$ cat config.mk
export PLATFORM = sky130hd
export DESIGN_NAME = reg_dst_tracker
export DESIGN_NICKNAME = d
export VERILOG_FILES = /design/src/rtl/reg_dst_tracker.sv
export SDC_FILE = /design/constraint.sdc
export NUM_CORES = 1
export LEC_CHECK = 0
export ABC_CLOCK_PERIOD_IN_PS = 2900
export BUFFER_PORTS_ARGS = -buffer_cell sky130_fd_sc_hd__buf_2
export CORE_AREA = 5 5 77 79
export DETAILED_ROUTE_END_ITERATION = 6
export DIE_AREA = 0 0 82 84
export PLACE_DENSITY = 0.79
export SETUP_SLACK_MARGIN = 0.3
export SLEW_MARGIN = 20
export SYNTH_ARGS = -nofsm -noshare
export SYNTH_HDL_FRONTEND = slang
export SYNTH_SLANG_ARGS = --single-unit
$ cat constraint.sdc
create_clock -name clk -period 2.9 [get_ports clk]
set_clock_uncertainty 0.15 [all_clocks]
set_input_delay 0.29 -clock clk [delete_from_list [all_inputs] [get_ports clk]]
set_output_delay 0.29 -clock clk [all_outputs]
set_load 0.03 [all_outputs]
$ cat src/rtl/reg_dst_tracker.sv
// reg_dst_tracker
//   Destination-register unit for the multicycle MIPS datapath. It picks the
//   write-back register from the RegDst code and records every non-$zero
//   destination in an in-order queue of pending writes. Two source registers
//   are checked against the queue for RAW hazards until their writes retire.
//
// Ports
//   clk, reset           rising-edge clock, asynchronous active-low reset
//   RS, RT, IMMEDIATE    instruction fields (RD = IMMEDIATE[15:11])
//   RegDst               0=RT 1=RD 2=SP_REG 3=RA_REG 4=RS, 5-7 illegal
//   issue_valid/_ready   push handshake for the selected destination
//   retire               oldest pending write has completed
//   src_a, src_b         sources of the instruction being decoded
//   hazard_a, hazard_b   source matches a pending destination
//   dst_sel              combinational selected destination
//   dst_q                destination latched at the last accepted issue
//   retire_dst           destination at the head of the queue (0 when empty)
//   pending, full, empty queue occupancy
//   err_sel, err_uflow   sticky error flags (illegal RegDst issued, retire while empty)
module reg_dst_tracker #(
    parameter int ADDR_W = 5,
    parameter int DEPTH  = 4,
    parameter int SP_REG = 29,
    parameter int RA_REG = 31
) (
    input  logic                       clk,
    input  logic                       reset,
    input  logic [ADDR_W-1:0]          RS,
    input  logic [ADDR_W-1:0]          RT,
    input  logic [15:0]                IMMEDIATE,
    input  logic [2:0]                 RegDst,
    input  logic                       issue_valid,
    output logic                       issue_ready,
    input  logic                       retire,
    input  logic [ADDR_W-1:0]          src_a,
    input  logic [ADDR_W-1:0]          src_b,
    output logic                       hazard_a,
    output logic                       hazard_b,
    output logic [ADDR_W-1:0]          dst_sel,
    output logic [ADDR_W-1:0]          dst_q,
    output logic [ADDR_W-1:0]          retire_dst,
    output logic [$clog2(DEPTH+1)-1:0] pending,
    output logic                       full,
    output logic                       empty,
    output logic                       err_sel,
    output logic                       err_uflow
);

    localparam int PTR_W = $clog2(DEPTH);
    localparam int CNT_W = $clog2(DEPTH+1);
    localparam logic [CNT_W-1:0]  FULL_CNT = CNT_W'(DEPTH);
    localparam logic [ADDR_W-1:0] SP_ADDR  = ADDR_W'(SP_REG);
    localparam logic [ADDR_W-1:0] RA_ADDR  = ADDR_W'(RA_REG);

    logic [ADDR_W-1:0] dst_mem_q [DEPTH];
    logic [ADDR_W-1:0] dst_mem_d [DEPTH];
    logic [DEPTH-1:0]  valid_q, valid_d;
    logic [PTR_W-1:0]  head_q, head_d;
    logic [PTR_W-1:0]  tail_q, tail_d;
    logic [CNT_W-1:0]  count_q, count_d;
    logic [ADDR_W-1:0] dst_d;
    logic              err_sel_q, err_sel_d;
    logic              err_uflow_q, err_uflow_d;

    logic accept, push, pop;
    logic hit_a, hit_b;

    // Only the RD field of the immediate is used here.
    logic imm_unused;
    assign imm_unused = ^IMMEDIATE[10:0];

    always_comb begin
        dst_sel = '0;
        case (RegDst)
            3'd0:    dst_sel = RT;
            3'd1:    dst_sel = ADDR_W'(IMMEDIATE[15:11]);
            3'd2:    dst_sel = SP_ADDR;
            3'd3:    dst_sel = RA_ADDR;
            3'd4:    dst_sel = RS;
            default: dst_sel = '0;
        endcase
    end

    assign full        = (count_q == FULL_CNT);
    assign empty       = (count_q == '0);
    assign pending     = count_q;
    // A retire in the same cycle frees the head slot, so a full queue can still take an issue.
    assign issue_ready = !full || retire;
    assign accept      = issue_valid && issue_ready;
    // $zero (and every illegal code) is accepted but never tracked.
    assign push        = accept && (dst_sel != '0);
    assign pop         = retire && !empty;

    assign retire_dst  = (!empty && valid_q[head_q]) ? dst_mem_q[head_q] : '0;
    assign err_sel     = err_sel_q;
    assign err_uflow   = err_uflow_q;

    // Hazards look at registered entries only: a same-cycle issue is not yet
    // visible and a same-cycle retire is still counted.
    always_comb begin
        hit_a = 1'b0;
        hit_b = 1'b0;
        for (int i = 0; i < DEPTH; i++) begin
            if (valid_q[i] && (dst_mem_q[i] == src_a)) hit_a = 1'b1;
            if (valid_q[i] && (dst_mem_q[i] == src_b)) hit_b = 1'b1;
        end
        hazard_a = hit_a && (src_a != '0);
        hazard_b = hit_b && (src_b != '0);
    end

    always_comb begin
        valid_d     = valid_q;
        head_d      = head_q;
        tail_d      = tail_q;
        count_d     = count_q;
        dst_d       = dst_q;
        err_sel_d   = err_sel_q;
        err_uflow_d = err_uflow_q;
        for (int i = 0; i < DEPTH; i++) begin
            dst_mem_d[i] = dst_mem_q[i];
        end

        if (pop) begin
            valid_d[head_q] = 1'b0;
            head_d          = head_q + PTR_W'(1);
        end else if (retire) begin
            err_uflow_d = 1'b1;
        end

        if (accept) begin
            dst_d = dst_sel;
            if (RegDst > 3'd4) err_sel_d = 1'b1;
        end

        // Push after pop: when both hit the same slot (full queue) the new entry wins.
        if (push) begin
            dst_mem_d[tail_q] = dst_sel;
            valid_d[tail_q]   = 1'b1;
            tail_d            = tail_q + PTR_W'(1);
        end

        case ({push, pop})
            2'b10:   count_d = count_q + CNT_W'(1);
            2'b01:   count_d = count_q - CNT_W'(1);
            default: count_d = count_q;
        endcase
    end

    always_ff @(posedge clk or negedge reset) begin
        if (!reset) begin
            valid_q     <= '0;
            head_q      <= '0;
            tail_q      <= '0;
            count_q     <= '0;
            dst_q       <= '0;
            err_sel_q   <= 1'b0;
            err_uflow_q <= 1'b0;
            for (int i = 0; i < DEPTH; i++) begin
                dst_mem_q[i] <= '0;
            end
        end else begin
            valid_q     <= valid_d;
            head_q      <= head_d;
            tail_q      <= tail_d;
            count_q     <= count_d;
            dst_q       <= dst_d;
            err_sel_q   <= err_sel_d;
            err_uflow_q <= err_uflow_d;
            for (int i = 0; i < DEPTH; i++) begin
                dst_mem_q[i] <= dst_mem_d[i];
            end
        end
    end

endmodule

==> results of run 1 <==
## cells by family after synthesis
kind of cell,count (synthesis)
AND/OR/NAND/NOR,71
buffers and inverters,47
adder cells (fa/ha/maj),10
XOR/XNOR,45
AO/OA/AOI/OAI,52
flip-flops,38
multiplexers,18
## per-layer routing
layer / track usage / vias up / part of all wire
met2: 0.314 / 65 / 0.49
li1: - / 1056 / -
met5: 0 / - / 0
met4: 0.0710 / 0 / 0.022
met1: 0.254 / 1078 / 0.45
met3: 0.0335 / 12 / 0.041
## power groups by stage
| stage | Combinational, mW | Clock [mW] | Sequential, mW |
|---|---|---|---|
| after floorplan | 1.18 | 0 | 1.11 |
| after global placement | 1.51 | 0 | 1.13 |
| after detailed placement | 1.57 | 0 | 1.15 |
| after CTS | 1.57 | 0.395 | 1.14 |
| after global routing | 1.73 | 0.412 | 1.19 |
| final | 1.56 | 0.386 | 1.14 |
## stage by stage
| stage | total power, mW | worst slack (ns) | cells | utilization | hold slack (ns) |
|---|---|---|---|---|---|
| after floorplan | 2.30 | 0.270 | 281 | - | -0.156 |
| after global placement | 2.64 | 0.237 | 391 | 0.575 | 0.286 |
| after detailed placement | 2.71 | 0.199 | 391 | 0.575 | 0.295 |
| after CTS | 3.11 | 0.465 | 400 | 0.594 | 0.0590 |
| after global routing | 3.33 | 0.357 | 400 | 0.594 | 0.0720 |
| final | 3.09 | 0.486 | 400 | 0.594 | 0.0606 |
## path summary, 6_finish.rpt
kind	to	from	slack [ns]
max reg2reg	pending[2]$_DFFE_PN0P_	pending[0]$_DFFE_PN0P_	0.49
min reg2reg	err_uflow$_DFFE_PN0P_	err_uflow$_DFFE_PN0P_	0.32
max in group asynchronous	pending[0]$_DFFE_PN0P_	reset	1.51
min	err_uflow$_DFFE_PN0P_	retire	0.06
max	pending[2]$_DFFE_PN0P_	pending[0]$_DFFE_PN0P_	0.49
min in group asynchronous	head_q[0]$_DFFE_PN0P_	reset	0.49
## sequential cells by signal (all words and copies together) (netlist names)
signal     flops
pending        3
tail_q         2
dst_mem_q     20
err_sel        1
dst_q          5
err_uflow      1
head_q         2
valid_q        4
## layout make-up
class	instances	area share
Inverter	24	0.0288
Sequential cell	38	0.305
Multi-Input combinational cell	196	0.503
Clock buffer	6	0.0264
Tap cell	72	0.0288
Clock inverter	2	0.00399
Timing Repair Buffer	62	0.105
## placed cells by master (no fill, tap or decap), types with 5 or more instances in the layout
cell type  Yosys  routed
buf_2          0      56
dfrtp_1       38      35
xor2_1        34      34
inv_1         24      24
o21ai_0       22      21
nand3_1       16      16
nand2_1       17      16
xnor2_1       11      11
a21oi_1       10      10
mux2i_1        9       9
nor4_1         8       8
o22ai_1        8       8
ha_1           9       8
nor2b_1        6       6
mux4_2         6       6
clkbuf_8       0       6
buf_4          1       5
## repair_timing
| item | 4_1_cts | 5_1_grt |
|---|---|---|
| hold buffers | 1 | 0 |
| endpoints found under the setup margin | 0 | 0 |
| endpoints found under the hold margin | 38 | 0 |
==> out/qor.yml, run 1 <==
hp-class: "in -> reg"
seq_power_share: 0.369
die_width_um: 82
antenna_found_initial: 0
grt_max_degree: 39
drt-pass1-iter-count: 4
cts_setup_buffers: 0
crit_buf_inv: 2
yosys.area_share.adder: 0.0492
critPathMaxFanout: 10
fmax_ghz: 0.414
yosysTopAreaCell: "dfrtp_1"
synth_xor_xnor_area_share: 0.146
critical-path-slowest-cell: "dfrtp_2"
hold_viol_final: 0
max-slew-margin-rel: 0.423
seq_area_um2: 955
numCtsBuffers: 5
synth_edf_count: 0
tns_ns: 0
synth_area_per_cell_um2: 9.59
drive_gt1_frac: 0.290
diodes: 0
synth_compound_area_frac: 0.116
num_rows: 27
dp_hpwl_mm: 4.82
drc: 0
critPathMaxStageDelay_ns: 0.46
cp.required_ns: 2.97
worst-path-stages: 11
design.core.area_um2: 5270
sw_frac_of_total: 0.460
critPathLaunchType: "register"
ant_nets: 0
vias_per_cell: 5.53
synthCells: 281
n_fill_cell: 465
power_frac_clock: 0.125
yosysSeqAreaShare: 0.353
yosys.area.top_type_share: 0.353
synth_area_um2: 2700
grt_pass1_vias: 2158
setup_viol: 0
cts_max_path_buffers: 2
die_h_um: 84
first_iter_violations: 89
start_util: 0.511
ys.flop_type: "dfrtp_1"
switching_power_mw: 1.42
status: "finished clean"
synth_cell_type_count: 45
fin_crit_ns: 2.41
synth_area_leaders: "dfrtp_1, xor2_1, mux4_2"
htreeDepth: 2
crit_family: "simple AND/OR/NAND/NOR gates"
cp-end-kind: "register"
yosys-top-cells-count: "dfrtp_1, xor2_1, inv_1, o21ai_0"
io_pins: 68
clock_latency_ns: 0.29
grt_setup_unrepaired: "false"
synth-async-reset-ratio: 1.00
grt_pass1_wl_mm: 10.3
syn_nets: 334
grt_use_total: 0.194
die-area_um2: 6890
dr_total_vias: 2211
muxShareOfSynthArea: 0.0975
drv_cap: 0
synthToLayoutAreaGrowth_pct: 16.2
p_comb_frac: 0.506
stdcell_area_um2: 3130
vdd_drop_max_uv: 383
synth.most_common_cell: "dfrtp_1"
final_nets: 380
power.density_nw_per_um2: 985
ys_seq_elements: 38
place_area_um2: 3030
clk_pin_slew_ns: 0.08
synthSimpleGateAreaFrac: 0.160
cp_cell_sequence: "nor3b_4, nand2b_1, nand2_4, a21oi_2, inv_1, ha_2, inv_1, fa_2, xor2_1, nor2_1, xor2_1"
cts-root-buf: "clkbuf_8"
avgRoutedWirePerCell_um: 15.7
cts_tree: "built"
cts.sinks: 38
synth_top_family_by_area: "simple AND/OR/NAND/NOR gates"
worstSetupPathType: "reg -> reg"
io_buffers: 56
slew_viol_final: 0
tightest_slew_ns: 0.865
place_congestion: 0.913
p_leak_nw: 1.51
ys_warn_count: 0
routed_wl_mm: 6.27
post_cts_resized: 0
internal_power_mw: 1.67
multiInputGateArea_um2: 1580
worstPathArrival_ns: 2.48
reg2reg_depth: 11
grt_overflow_total: 0
finalCritPeriodShare: 0.832
min_path_cells: 2
Power figures use the tool's default switching activity.
==> inputs of run 2 (changes only) <==
--- a/config.mk
+++ b/config.mk
@@ -5,12 +5,13 @@
 export SDC_FILE = /design/constraint.sdc
 export NUM_CORES = 1
 export LEC_CHECK = 0
-export ABC_CLOCK_PERIOD_IN_PS = 2900
+export ABC_AREA = 1
+export ABC_CLOCK_PERIOD_IN_PS = 2000
 export BUFFER_PORTS_ARGS = -buffer_cell sky130_fd_sc_hd__buf_2
-export CORE_AREA = 5 5 77 79
+export CORE_AREA = 5 5 81 83
 export DETAILED_ROUTE_END_ITERATION = 6
-export DIE_AREA = 0 0 82 84
-export PLACE_DENSITY = 0.79
+export DIE_AREA = 0 0 86 88
+export PLACE_DENSITY = 0.74
 export SETUP_SLACK_MARGIN = 0.3
 export SLEW_MARGIN = 20
 export SYNTH_ARGS = -nofsm -noshare
==> constraint.sdc (replaced) <==
create_clock -name clk -period 2 [get_ports clk]
set_clock_uncertainty 0.15 [all_clocks]
set_input_delay 0.2 -clock clk [delete_from_list [all_inputs] [get_ports clk]]
set_output_delay 0.2 -clock clk [all_outputs]
set_load 0.03 [all_outputs]
==> out/qor.yml, run 2 <==
status: "finished with violations"
violations: "negative setup slack"
tightest_slew_ns: 0.484
vias_per_cell: 5.53
yosysSeqAreaShare: 0.362
crit_family: "simple AND/OR/NAND/NOR gates"
ant_nets: 0
diodes: 0
grt_pass1_wl_mm: 13.2
io_pins: 68
num_rows: 28
cp_cell_sequence: "nor3_4, nand2_4, nand2_4, inv_4, nand2_4, ha_4, inv_2, fa_2, a21oi_1, o21ai_1, xor2_1"
layout_common_cells: "nand2_1, buf_2, buf_4"
fin_crit_ns: 2.01
crit_buf_inv: 2
slew_viol_final: 0
synth_edf_count: 0
antenna_found_initial: 0
synthCells: 373
hold_ws_ns: 0.215
stdcell_area_um2: 3670
htreeDepth: 2
die_width_um: 86
top_register: "dst_mem_q"
drive_gt1_frac: 0.328
synth.most_common_cell: "nand2_1"
grt_use_total: 0.220
finalCritPeriodShare: 1.00
drv_cap: 0
max-slew-margin-rel: 0.678
cp.required_ns: 2.03
cts-root-buf: "clkbuf_8"
grt_overflow_total: 0
yosys.area.top_type_share: 0.362
clock_latency_ns: 0.29
grt_max_degree: 30
critPathMaxFanout: 2
power.density_nw_per_um2: 1440
layout.cells.non_filler: 550
numCtsBuffers: 5
largestRegisters: "dst_mem_q: 20 flops, dst_q: 5 flops, valid_q: 4 flops"
hp-class: "in -> reg"
critical-path-slowest-cell: "dfrtp_2"
synth_cell_type_count: 30
avgRoutedWirePerCell_um: 15.0
first_iter_violations: 152
io_buffers: 56
r2r-start: "pending[0]$_DFFE_PN0P_"
cts_tree: "built"
ys_seq_elements: 38
clk_pin_slew_ns: 0.07
cts_max_path_buffers: 2
p_leak_nw: 1.86
power_mw: 5.29
critPathMaxStageDelay_ns: 0.43
place_area_um2: 3200
synth_area_per_cell_um2: 7.05
routed_wl_mm: 8.24
die-area_um2: 7570
yosys-top-cells-count: "nand2_1, inv_1, dfrtp_1, nand3_1, a21oi_1"
drc: 0
dp_cells: 516
start_util: 0.455
synthToLayoutAreaGrowth_pct: 39.6
worstSetupPathType: "reg -> reg"
worstSetupStartpoint: "pending[0]$_DFFE_PN0P_"
dp_hpwl_mm: 5.91
dp_slack_ns: -0.256
ys.flop_type: "dfrtp_1"
min_from: "RegDst[0]"
critPathLaunchType: "register"
synth_area_leaders: "dfrtp_1, nand2_1, inv_1"
hold_viol_final: 0
ys_warn_count: 0
timing.critical_path.mode_cell: "nand2_4"
grt_pass1_vias: 2878
largest_reg_flops: 20
final_nets: 527
dr_total_vias: 3040
vdd_drop_max_uv: 960
synth_area_um2: 2630
setup_viol: 1
fmax_ghz: 0.498
design.core.area_um2: 5780
yosysTopAreaCell: "dfrtp_1"
final_common_cell: "nand2_1"
grt_setup_unrepaired: "true"
synth-async-reset-ratio: 1.00
place_congestion: 0.940
syn_nets: 426
cts.sinks: 38
cp-end-kind: "register"
die_h_um: 88
drt-pass1-iter-count: 5
postLayoutSetupSlackWorst_ns: -0.00990
worstPathArrival_ns: 2.04
-- run 2: changes by cell type after synthesis, moves of 11 or more --
| cell | before | now |
|---|---|---|
| nand2_1 | 17 | 103 |
| xor2_1 | 34 | 3 |
| nor2_1 | 3 | 26 |
| a21oi_1 | 10 | 29 |
| inv_1 | 24 | 40 |
| nand4_1 | 2 | 17 |
| nand3_1 | 16 | 30 |
| clkbuf_1 | 17 | 6 |
-- run 2: per-stage QoR --
step | TNS, ns | utilization
final | -0.00990 | 0.635
after global routing | -0.170 | 0.635
after CTS | 0 | 0.605
after detailed placement | -1.11 | 0.553
after global placement | -0.709 | 0.553
after floorplan | -1.08 | -
-- run 2: final timing paths --
path                                             to  slack (ns)  cells after the start
setup / recovery             pending[2]$_DFFE_PN0P_       -0.01                     11
setup reg to reg             pending[2]$_DFFE_PN0P_       -0.01                     11
hold reg to reg               err_uflow$_DFFE_PN0P_        0.30                      1
min in group asynchronous    pending[2]$_DFFE_PN0P_        0.25                      2
hold / removal                  err_sel$_DFFE_PN0P_        0.21                      3
max in group asynchronous  dst_mem_q[9]$_DFFE_PN0P_        0.84                      3
-- run 2: logic make-up after synthesis --
kind of cell / share of synthesized area
AND/OR/NAND/NOR: 0.329
buffers and inverters: 0.0833
adder cells (fa/ha/maj): 0.0505
flip-flops: 0.362
AO/OA/AOI/OAI: 0.162
XOR/XNOR: 0.0133
-- run 2: layout make-up --
cell class                 count  area [µm²]
clock buffer                   7        86.3
clock inverter                 1        5.00
fill                         547        2110
inverter                      41         161
multi-input combinational    284        1630
sequential                    38         960
tap                           75        93.8
timing repair buffer         104         732
-- run 2: routing by layer --
metal,vias to the layer above,GRT usage,routed length [µm],share of wire
met5,-,0,0,0
met4,0,0.108,222,0.027
met2,164,0.373,3990,0.48
met3,25,0.0348,701,0.085
li1,1468,-,-,-
met1,1383,0.273,3330,0.40
-- run 2: worst register-to-register path, delay by kind of cell (launching register included) --
| family | cells | cell delay [ns] |
|---|---|---|
| fa+ha+maj | 2 | 0.45 |
| flops | 1 | 0.43 |
| buf+inv | 2 | 0.08 |
| xor+xnor | 1 | 0.14 |
| compound gates | 2 | 0.20 |
| simple gates | 4 | 0.45 |
-- run 2: where the power goes --
group          leakage (nW)  switching (mW)  internal (mW)  total, mW
Clock                0.0482           0.263          0.278      0.540
Sequential            0.459           0.461           1.11       1.57
Combinational          1.35            1.83           1.36       3.18
-- run 2: what timing repair did --
item	in CTS	in global routing
setup buffers	14	8
endpoints found under the hold margin	21	0
gates cloned	0	2
pin swaps	6	6
hold buffers	2	0
gates resized for setup	34	25
endpoints found under the setup margin	28	29
==> inputs of run 3 (changes only) <==
--- a/config.mk
+++ b/config.mk
@@ -5,13 +5,12 @@
 export SDC_FILE = /design/constraint.sdc
 export NUM_CORES = 1
 export LEC_CHECK = 0
-export ABC_AREA = 1
 export ABC_CLOCK_PERIOD_IN_PS = 2000
-export BUFFER_PORTS_ARGS = -buffer_cell sky130_fd_sc_hd__buf_2
+export BUFFER_PORTS_ARGS = -buffer_cell sky130_fd_sc_hd__clkbuf_2
 export CORE_AREA = 5 5 81 83
 export DETAILED_ROUTE_END_ITERATION = 6
 export DIE_AREA = 0 0 86 88
-export PLACE_DENSITY = 0.74
+export PLACE_DENSITY = 0.75
 export SETUP_SLACK_MARGIN = 0.3
 export SLEW_MARGIN = 20
 export SYNTH_ARGS = -nofsm -noshare
==> out/qor.yml, run 3 (synthesis results as in run 1) <==
worst_r2r_endpoint: "pending[2]$_DFFE_PN0P_"
tns_ns: -0.336
stdcell_area_um2: 3960
power_mw: 5.71
drive_gt1_frac: 0.472
grt_pass1_vias: 2500
slew_viol_final: 0
clk_pin_slew_ns: 0.07
io_pins: 68
clock_latency_ns: 0.29
tightest_slew_ns: 0.438
rrSetupSlack_ns: -0.12
layout_common_cells: "clkbuf_2, buf_4, xor2_1"
hold_viol_final: 0
antenna_found_initial: 0
fin_crit_ns: 2.13
hp-class: "in -> reg"
worstPathArrival_ns: 1.78
final_core_util: 0.685
design.core.area_um2: 5780
grt_setup_unrepaired: "true"
largestRegisters: "dst_mem_q: 20 flops, dst_q: 5 flops, valid_q: 4 flops"
finalCritPeriodShare: 1.07
drt-pass1-iter-count: 5
worstSetupPathType: "reg -> out"
largest_reg_flops: 20
vias_per_cell: 5.55
setup_viol: 4
critPathMaxFanout: 3
vdd_drop_max_uv: 779
avgRoutedWirePerCell_um: 17.4
cts.sinks: 38
grt_max_degree: 34
cts_tree: "built"
status: "finished with violations"
top_register: "dst_mem_q"
critPathMaxStageDelay_ns: 0.41
crit_family: "simple AND/OR/NAND/NOR gates"
place_congestion: 0.988
cts-root-buf: "clkbuf_8"
die_width_um: 86
critical-path-slowest-cell: "dfrtp_1"
p_leak_nw: 1.87
die-area_um2: 7570
min_from: "RegDst[1]"
grt_use_total: 0.205
cts_max_path_buffers: 2
max-slew-margin-rel: 0.708
crit_buf_inv: 2
num_rows: 28
final_common_cell: "clkbuf_2"
violations: "negative setup slack"
dp_hpwl_mm: 5.18
power.density_nw_per_um2: 1440
first_iter_violations: 203
final_nets: 432
start_util: 0.466
drv_cap: 0
grt_pass1_wl_mm: 12.3
die_h_um: 88
routed_wl_mm: 7.89
io_buffers: 56
numCtsBuffers: 5
postLayoutSetupSlackWorst_ns: -0.131
critPathLaunchType: "register"
dr_total_vias: 2519
worst-path-stages: 7
cp-end-kind: "output port"
drc: 0
htreeDepth: 2
r2r-start: "pending[1]$_DFFE_PN0P_"
synthToLayoutAreaGrowth_pct: 46.8
fmax_ghz: 0.469
worstSetupStartpoint: "dst_mem_q[5]$_DFFE_PN0P_"
crit_path_end: "hazard_b"
reg2reg_depth: 11
place_area_um2: 3250
cp_cell_sequence: "buf_4, xor2_1, nor4_1, nand3_1, nand4_1, o21a_1, clkbuf_8"
cp.required_ns: 1.65
ant_nets: 0
diodes: 0
grt_overflow_total: 0
run 3: metal layers:
metal | GRT usage | vias to the layer above | wire [µm]
met1 | 0.253 | 1242 | 3160
met2 | 0.356 | 96 | 4120
met5 | 0 | - | 0
li1 | - | 1160 | -
met3 | 0.0310 | 21 | 433
met4 | 0.0892 | 0 | 185
run 3: area by class of cell:
| class | instances | area [µm²] |
|---|---|---|
| tap | 75 | 93.8 |
| multi-input combinational | 197 | 1790 |
| inverter | 24 | 90.1 |
| timing repair buffer | 113 | 938 |
| sequential | 38 | 965 |
| fill | 415 | 1820 |
| clock buffer | 7 | 76.3 |
run 3: through the flow:
stage               hold WS (ns)  setup WS (ns)  cells
global route               0.123         -0.275    454
global placement          -0.122         -0.420    418
finish                    0.0901         -0.131    454
CTS                       0.0860         -0.132    440
floorplan                 -0.246         -0.520    281
detailed placement        -0.121         -0.508    418
run 3: tightest hold or removal path: stages:
cell and delay (ns):
clkbuf_8 0.11, o21ai_0 0.07, o21bai_1 0.12
run 3: timing repair:
action | in CTS | in global routing
pin swaps | 22 | 20
hold buffers | 2 | 0
resized for setup | 69 | 46
endpoints found under the hold margin | 39 | 0
setup buffers | 11 | 13
gates cloned | 2 | 1
endpoints found under the setup margin | 40 | 37
run 3: report_power, final:
part           internal (mW)  switching, mW
registers               1.14          0.431
clock network          0.240          0.256
logic                   1.82           1.81
total                   3.21           2.50
run 3: worst min path at each step:
| stage | to | slack [ns] | cells past startpoint |
|---|---|---|---|
| floorplan | dst_mem_q[0]$_DFFE_PN0P_ | -0.25 | 0 |
| global placement | err_uflow$_DFFE_PN0P_ | -0.12 | 1 |
| detailed placement | head_q[1]$_DFFE_PN0P_ | -0.12 | 1 |
| global route | head_q[1]$_DFFE_PN0P_ | 0.12 | 2 |
| CTS | err_sel$_DFFE_PN0P_ | 0.09 | 3 |
| finish | err_sel$_DFFE_PN0P_ | 0.09 | 3 |
